--- config.mk ---
export PLATFORM = sky130hd
export DESIGN_NAME = accel_frame_ctrl
export DESIGN_NICKNAME = d
export VERILOG_FILES = /design/src/rtl/accel_frame_ctrl_pkg.sv /design/src/rtl/accel_frame_ctrl_scan_skid.sv /design/src/rtl/accel_frame_ctrl.sv
export SDC_FILE = /design/constraint.sdc
export NUM_CORES = 1
export LEC_CHECK = 0
export BUFFER_PORTS_ARGS = -buffer_cell sky130_fd_sc_hd__buf_2
export CELL_PAD_IN_SITES_DETAIL_PLACEMENT = 2
export CELL_PAD_IN_SITES_GLOBAL_PLACEMENT = 2
export CORE_ASPECT_RATIO = 0.9
export CORE_UTILIZATION = 34
export CTS_CLUSTER_DIAMETER = 100
export DETAILED_ROUTE_END_ITERATION = 10
export GPL_ROUTABILITY_DRIVEN = 0
export PLACE_DENSITY = 0.87
export SYNTH_ARGS = -nofsm -noshare
export SYNTH_HDL_FRONTEND = slang
export SYNTH_HIERARCHICAL = 1
export SYNTH_SLANG_ARGS = --single-unit
--- constraint.sdc ---
create_clock -name clk_i -period 4.3 [get_ports clk_i]
set_clock_uncertainty 0.2 [all_clocks]
set_input_delay 0.215 -clock clk_i [delete_from_list [all_inputs] [get_ports clk_i]]
set_output_delay 0.215 -clock clk_i [all_outputs]
set_load 0.005 [all_outputs]
--- src/rtl/accel_frame_ctrl_pkg.sv ---
// accel_frame_ctrl_pkg
// Shared definitions for the frame sequencer and its scanout skid buffer:
// FSM state encodings, default geometry, accelerator address window bit
// positions and the word format carried through the skid buffer.
package accel_frame_ctrl_pkg;

    // FSM state encodings
    localparam logic [1:0] ST_IDLE  = 2'd0;  // CPU owns the accelerator port
    localparam logic [1:0] ST_DRAW  = 2'd1;  // accelerator draws the frame
    localparam logic [1:0] ST_SCAN  = 2'd2;  // framebuffer reads being issued
    localparam logic [1:0] ST_FLUSH = 2'd3;  // draining the last words

    // Default geometry
    localparam int ADDR_W_DEF   = 13;
    localparam int FB_WORDS_DEF = 512;
    localparam int TIMEOUT_DEF  = 4095;

    // Datapath widths
    localparam int DATA_W     = 16;
    localparam int PIX_ADDR_W = 9;
    localparam int SCAN_W     = 10;  // one extra bit marks the end of the frame
    localparam int WDOG_W     = 12;

    // Accelerator write address windows: each window is selected by one
    // high-order address bit.
    localparam int WIN_REQ_BIT    = 12;
    localparam int WIN_SPRITE_BIT = 11;
    localparam int WIN_CHAR_BIT   = 10;
    localparam int WIN_CTRL_BIT   = 9;

    // One framebuffer word and the index it was read from
    typedef struct packed {
        logic [PIX_ADDR_W-1:0] addr;
        logic [DATA_W-1:0]     data;
    } pixWord_t;

endpackage

--- src/rtl/accel_frame_ctrl_scan_skid.sv ---
// accel_scan_skid
// Two-entry FIFO between the framebuffer read port and the pixel output
// handshake. The writer must never push into a full buffer unless the head
// is popped in the same cycle; the sequencer guarantees this by counting
// reads in flight before issuing.
// Ports:
//   clk_i, reset_i      clock, asynchronous active-low reset
//   pushValid/pushWord  word returned by the framebuffer
//   outReady            downstream accepts the head word this cycle
//   outValid/outWord    head word presented downstream
//   count               number of stored entries (0..2)
module accel_scan_skid
    import accel_frame_ctrl_pkg::*;
(
    input  logic       clk_i,
    input  logic       reset_i,
    input  logic       pushValid,
    input  pixWord_t   pushWord,
    input  logic       outReady,
    output logic       outValid,
    output pixWord_t   outWord,
    output logic [1:0] count
);

    pixWord_t   headReg, headNext;
    pixWord_t   tailReg, tailNext;
    logic [1:0] countReg, countNext;
    logic       pop;

    assign outValid = (countReg != 2'd0);
    assign outWord  = headReg;
    assign count    = countReg;
    assign pop      = outValid & outReady;

    always_comb begin
        headNext  = headReg;
        tailNext  = tailReg;
        countNext = countReg + 2'(pushValid) - 2'(pop);
        case (countReg)
            2'd0: begin
                if (pushValid) headNext = pushWord;
            end
            2'd1: begin
                // A push either refills the head being popped or queues behind it
                if (pop) begin
                    if (pushValid) headNext = pushWord;
                end else if (pushValid) begin
                    tailNext = pushWord;
                end
            end
            default: begin
                if (pop) begin
                    headNext = tailReg;
                    if (pushValid) tailNext = pushWord;
                end
            end
        endcase
    end

    always_ff @(posedge clk_i or negedge reset_i) begin
        if (!reset_i) begin
            headReg  <= '0;
            tailReg  <= '0;
            countReg <= 2'd0;
        end else begin
            headReg  <= headNext;
            tailReg  <= tailNext;
            countReg <= countNext;
        end
    end

endmodule

--- src/rtl/accel_frame_ctrl.sv ---
// accel_frame_ctrl
// Frame-level sequencer for the sprite/text accelerator. Between frames the
// CPU drives the accelerator port directly; on a frame tick the accelerator
// is given the framebuffer (ext=0) until it signals completion or the
// watchdog expires, then the framebuffer is read out word by word and
// streamed to the display serializer through a 2-entry skid buffer.
// Ports:
//   clk_i, reset_i                   clock, asynchronous active-low reset
//   frame_i                          one-cycle frame tick
//   cpu_waddr_i/cpu_data_i/cpu_write_i/cpu_raddr_i  CPU access
//   cpu_stall_o                      CPU must hold its access
//   accel_ext_o                      1 = accelerator under external control
//   accel_waddr_o/accel_data_o/accel_write_o/accel_raddr_o  accelerator port
//   accel_data_i                     framebuffer read data (1-cycle latency)
//   accel_done_i                     accelerator completion pulse
//   pix_data_o/pix_addr_o/pix_valid_o/pix_ready_i  scanout stream
//   frame_done_o, frame_drop_o       one-cycle status pulses
//   timeout_o                        sticky draw-timeout flag
module accel_frame_ctrl
    import accel_frame_ctrl_pkg::*;
#(
    parameter int ADDR_W_p   = ADDR_W_DEF,
    parameter int FB_WORDS_p = FB_WORDS_DEF,
    parameter int TIMEOUT_p  = TIMEOUT_DEF
) (
    input  logic                  clk_i,
    input  logic                  reset_i,
    input  logic                  frame_i,
    input  logic [ADDR_W_p-1:0]   cpu_waddr_i,
    input  logic [DATA_W-1:0]     cpu_data_i,
    input  logic                  cpu_write_i,
    input  logic [PIX_ADDR_W-1:0] cpu_raddr_i,
    output logic                  cpu_stall_o,
    output logic                  accel_ext_o,
    output logic [ADDR_W_p-1:0]   accel_waddr_o,
    output logic [DATA_W-1:0]     accel_data_o,
    output logic                  accel_write_o,
    output logic [PIX_ADDR_W-1:0] accel_raddr_o,
    input  logic [DATA_W-1:0]     accel_data_i,
    input  logic                  accel_done_i,
    output logic [DATA_W-1:0]     pix_data_o,
    output logic [PIX_ADDR_W-1:0] pix_addr_o,
    output logic                  pix_valid_o,
    input  logic                  pix_ready_i,
    output logic                  frame_done_o,
    output logic                  frame_drop_o,
    output logic                  timeout_o
);

    // The watchdog reaches TIMEOUT_p on the edge that leaves DRAW
    localparam logic [WDOG_W-1:0] WDOG_LAST = WDOG_W'(TIMEOUT_p - 1);
    localparam logic [SCAN_W-1:0] SCAN_END  = SCAN_W'(FB_WORDS_p);

    logic [1:0]            stateReg, stateNext;
    logic [WDOG_W-1:0]     wdogReg;
    logic [SCAN_W-1:0]     scanReg, scanNext;
    logic                  inflightReg;
    logic [PIX_ADDR_W-1:0] inflightAddrReg;
    logic                  timeoutReg, frameDoneReg, frameDropReg;

    logic                  issue, expire, drained, pop;
    logic [2:0]            occupancy;
    logic [1:0]            skidCount;
    pixWord_t              skidIn, skidOut;

    assign pop      = pix_valid_o & pix_ready_i;
    assign scanNext = scanReg + SCAN_W'(1);

    // Entries held plus the read already in flight, crediting the word that
    // leaves this cycle so a steady stream sustains one read per cycle.
    assign occupancy = {1'b0, skidCount} + {2'b00, inflightReg} - {2'b00, pop};

    always_comb begin
        stateNext = stateReg;
        issue     = 1'b0;
        expire    = 1'b0;
        drained   = ~inflightReg &
                    ((skidCount == 2'd0) || ((skidCount == 2'd1) && pop));
        case (stateReg)
            ST_IDLE: begin
                if (frame_i) stateNext = ST_DRAW;
            end
            ST_DRAW: begin
                // Completion beats an expiry on the same edge
                if (accel_done_i) begin
                    stateNext = ST_SCAN;
                end else if (wdogReg == WDOG_LAST) begin
                    expire    = 1'b1;
                    stateNext = ST_SCAN;
                end
            end
            ST_SCAN: begin
                issue = (occupancy < 3'd2);
                if (issue && (scanNext == SCAN_END)) stateNext = ST_FLUSH;
            end
            default: begin
                if (drained) stateNext = ST_IDLE;
            end
        endcase
    end

    always_ff @(posedge clk_i or negedge reset_i) begin
        if (!reset_i) begin
            stateReg        <= ST_IDLE;
            wdogReg         <= '0;
            scanReg         <= '0;
            inflightReg     <= 1'b0;
            inflightAddrReg <= '0;
            timeoutReg      <= 1'b0;
            frameDoneReg    <= 1'b0;
            frameDropReg    <= 1'b0;
        end else begin
            stateReg        <= stateNext;
            wdogReg         <= (stateReg == ST_DRAW) ? wdogReg + WDOG_W'(1) : '0;
            if (stateReg != ST_SCAN) scanReg <= '0;
            else if (issue)          scanReg <= scanNext;
            inflightReg     <= issue;
            inflightAddrReg <= scanReg[PIX_ADDR_W-1:0];
            timeoutReg      <= timeoutReg | expire;
            frameDoneReg    <= (stateReg == ST_FLUSH) && drained;
            frameDropReg    <= frame_i && (stateReg != ST_IDLE);
        end
    end

    assign skidIn.addr = inflightAddrReg;
    assign skidIn.data = accel_data_i;

    accel_scan_skid u_skid (
        .clk_i     (clk_i),
        .reset_i   (reset_i),
        .pushValid (inflightReg),
        .pushWord  (skidIn),
        .outReady  (pix_ready_i),
        .outValid  (pix_valid_o),
        .outWord   (skidOut),
        .count     (skidCount)
    );

    // CPU port passes straight through in IDLE; writes are blocked otherwise
    assign accel_ext_o   = (stateReg != ST_DRAW);
    assign cpu_stall_o   = (stateReg != ST_IDLE);
    assign accel_waddr_o = cpu_waddr_i;
    assign accel_data_o  = cpu_data_i;
    assign accel_write_o = (stateReg == ST_IDLE) & cpu_write_i;
    assign accel_raddr_o = (stateReg == ST_IDLE) ? cpu_raddr_i
                                                 : scanReg[PIX_ADDR_W-1:0];

    assign pix_data_o    = skidOut.data;
    assign pix_addr_o    = skidOut.addr;
    assign frame_done_o  = frameDoneReg;
    assign frame_drop_o  = frameDropReg;
    assign timeout_o     = timeoutReg;

endmodule

==> impl_metrics.py <==
metrics = {
    "outcome": {
        "status": "completed",
    },
    "global_route": {
        "grt_pass1_wl_mm": 24.92,
        "grt_overflow": 0,
        "grt_pass1_vias": 4533,
        "antenna_found_initial": 1,
        "grt.total_usage_pct": 20.14,
        "grt_max_degree": 59,
    },
    "logic_synthesis": {
        "synth.most_common_cell": "dfrtp_1",
        "synth-seq-cells": 89,
        "synth_top_cell_by_area": "dfrtp_1",
        "synth_area_per_cell_um2": 10.77,
        "synth.distinct_cells": 53,
        "synth_common_cells": "89 x dfrtp_1, 39 x mux2_2, 29 x buf_4, 26 x a21oi_1",
        "syn-cell-area_um2": 5278,
        "synth_top_area_share_pct": 42.20,
        "synth_edf_count": 0,
        "ys_seq_area_share_pct": 42.20,
        "async_flop_share_pct": 100.0,
        "ys_top_cells_by_area": "dfrtp_1 42%, mux2_2 8.3%, mux2_4 6.0%",
        "synth_ff_type": "dfrtp_1",
        "synth_cells": 490,
        "synth_warnings": 6,
        "syn-num-nets": 562,
    },
    "sta": {
        "slew_headroom_pct": 19.39,
        "rsz0062_at_grt": "false",
        "hold_viol": 0,
        "min_period_ns": 3.221,
        "timing.fmax_mhz": 310.5,
        "setup_tns_ns": 0,
        "finalSetupViolCount": 0,
        "maxSlewViolCount": 0,
        "tightest_slew_ns": 1.206,
        "finalCritPeriodShare_pct": 74.91,
    },
    "cts": {
        "hold_buffers": 7,
        "htree_levels": 3,
        "tritoncts": "yes",
        "cts-buffers-inserted": 9,
        "root_buffer": "clkbuf_16",
        "cts_resized": 0,
        "cts_setup_buffers": 0,
        "cts.sinks": 89,
        "insertion_delay_ns": 0.35,
        "clk_pin_slew_ns": 0.07,
        "cts-root-to-sink-buffers": 2,
    },
    "worst_setup_path": {
        "crit_required_ns": 4.34,
        "cp-end-kind": "flip-flop",
        "crit_path_start_kind": "flip-flop",
        "worst-r2r-setup-slack_ns": 1.08,
        "r2r-end": "stateReg[1]",
        "endpoint": "stateReg[1]",
        "crit_slowest_cell": "fa_1",
        "cp.arrival_ns": 3.26,
        "slowest_delay_ns": 0.47,
        "crit_chain": "or2_4 -> and2_1 -> ha_1 -> nor2b_1 -> fa_1 -> nor2_1 -> buf_4 -> o2111ai_1 -> a211oi_2 -> a21oi_2 -> mux2_4",
        "crit_start": "u_skid/count[0]",
        "reg2reg_depth": 11,
        "reg2reg_from": "u_skid/count[0]",
        "worstSetupPathType": "flip-flop to flip-flop",
        "cp_max_fo": 11,
        "crit_cells": 11,
        "path_buf_inv": 1,
        "path_delay_family": "adder cells",
    },
    "drt": {
        "drc_errors": 0,
        "wl_per_cell_um": 21.28,
        "wl_mm": 15.39,
        "drtIter0Drc": 171,
        "drtPass1Iterations": 4,
        "avgViaCountPerCell": 5.571,
        "via_count": 4028,
        "antenna_left": 0,
    },
    "place": {
        "hpwl_mm": 9.986,
        "portBuffers": 71,
    },
    "floorplan": {
        "core_um2": 14920,
        "fp.dieW_um": 133.3,
        "row_count": 42,
        "initial_core_util_pct": 35.36,
        "ios": 130,
        "die-area_um2": 16030,
        "die_y_um": 120.2,
    },
    "power_and_ir_drop": {
        "ir_drop_mv": 0.3206,
        "power.total_mw": 4.026,
        "leakage_nw": 2.629,
        "pwr_density_cell_nw_per_um2": 679.5,
    },
    "layout": {
        "areaGrowthSynthToFinish_pct": 12.26,
        "drive_above_1_share_pct": 35.62,
        "fill_cells": 1557,
        "nets": 592,
        "antenna_cells": 0,
    },
    "run": {
        "max_cap_viol_count": 0,
    },
    "hold_path": {
        "min_path_type": "input port to flip-flop",
        "hold-path-cell-count": 3,
    },
}
==> routing by layer <==
metal | up-vias | wire, um | GRT usage (%)
li1 | 1796 | - | -
met3 | 35 | 697 | 5.199
met5 | - | 11 | 0
met4 | 2 | 328 | 6.960
met2 | 100 | 7855 | 35.35
met1 | 2095 | 6496 | 23.80
==> power breakdown <==
group	total, mW	switching [mW]	internal (mW)
Clock	0.925	0.357	0.568
Sequential	1.29	0.219	1.07
Combinational	1.81	0.939	0.873
Total	4.03	1.51	2.51
==> worst min-delay path, stage by stage <==
cell and delay (ns):
buf_2 0.12, o22ai_1 0.10, a21oi_1 0.09
==> logic make-up after synthesis <==
| kind of cell | count (synthesis) | synth area share (%) |
|---|---|---|
| compound gates | 95 | 12.02 |
| xor+xnor | 21 | 3.485 |
| fa+ha+maj | 12 | 2.987 |
| buf+inv | 76 | 8.700 |
| flops | 89 | 42.20 |
| mux | 62 | 14.68 |
| simple gates | 135 | 15.93 |
==> cells in the final DEF, fill, tap and decap left out, drive strengths merged, types with 2 or more instances in the layout <==
| master | count |
|---|---|
| a211oi | 3 |
| a21o | 2 |
| nor2b | 6 |
| xnor2 | 13 |
| dlygate4sd3 | 7 |
| nand4b | 25 |
| clkinvlp | 2 |
| inv | 11 |
| nand2b | 5 |
| nor2 | 23 |
| o22ai | 25 |
| clkinv | 3 |
| or4 | 2 |
| nand2 | 12 |
| a21oi | 28 |
| nand3 | 8 |
| o211ai | 24 |
| ha | 11 |
| or2 | 26 |
| nor4 | 2 |
| nand4 | 6 |
| xor2 | 8 |
| dfrtp | 89 |
| mux2 | 60 |
| and2 | 11 |
| a21boi | 2 |
| buf | 76 |
| bufinv | 3 |
| nor3 | 4 |
| o31ai | 2 |
| nor4b | 2 |
| mux2i | 2 |
| o21ai | 3 |
| clkbuf | 9 |
==> final cells by class <==
class / instances / area [um2] / share of cell area (%)
Timing Repair Buffer: 83 / 465.4 / 7.856
Tap cell: 198 / 247.7 / 4.182
Clock inverter: 7 / 118.9 / 2.006
Sequential cell: 89 / 2228 / 37.61
Clock buffer: 9 / 225.2 / 3.801
Inverter: 12 / 45.04 / 0.7603
Multi-Input combinational cell: 325 / 2594 / 43.78
==> through the flow <==
| stage | std cells | hold slack (ns) | area [um2] | worst slack (ns) | util, % |
|---|---|---|---|---|---|
| global placement | 700 | 0.07966 | 5510 | 1.157 | 36.92 |
| floorplan | 490 | -0.2806 | 5278 | 1.289 | - |
| global route | 723 | 0.02013 | 5924 | 0.9250 | 39.70 |
| CTS | 723 | 0.001905 | 5924 | 1.057 | 39.70 |
| detailed placement | 700 | 0.09420 | 5510 | 1.081 | 36.92 |
| finish | 723 | 0.01440 | 5924 | 1.079 | 39.70 |
==> how the worst min path moves through the flow <==
stage	from	endpoint	slack, ns
global placement	reset_i	u_skid/outWord[1]	0.08
CTS	accel_data_i[8]	u_skid/tailReg[8]	0.002
global route	accel_data_i[8]	u_skid/tailReg[8]	0.02
detailed placement	reset_i	u_skid/outWord[4]	0.09
floorplan	reset_i	frame_done_o	-0.28
finish	accel_data_i[14]	u_skid/tailReg[14]	0.01
==> sequential cells by signal (all words and copies together) (netlist names), 2 cells and up <==
| register | flops |
|---|---|
| wdogReg | 12 |
| u_skid/outWord | 25 |
| u_skid/count | 2 |
| inflightAddrReg | 9 |
| u_skid/tailReg | 25 |
| scanReg | 10 |
| stateReg | 2 |
(Power assumes the default switching activity.)
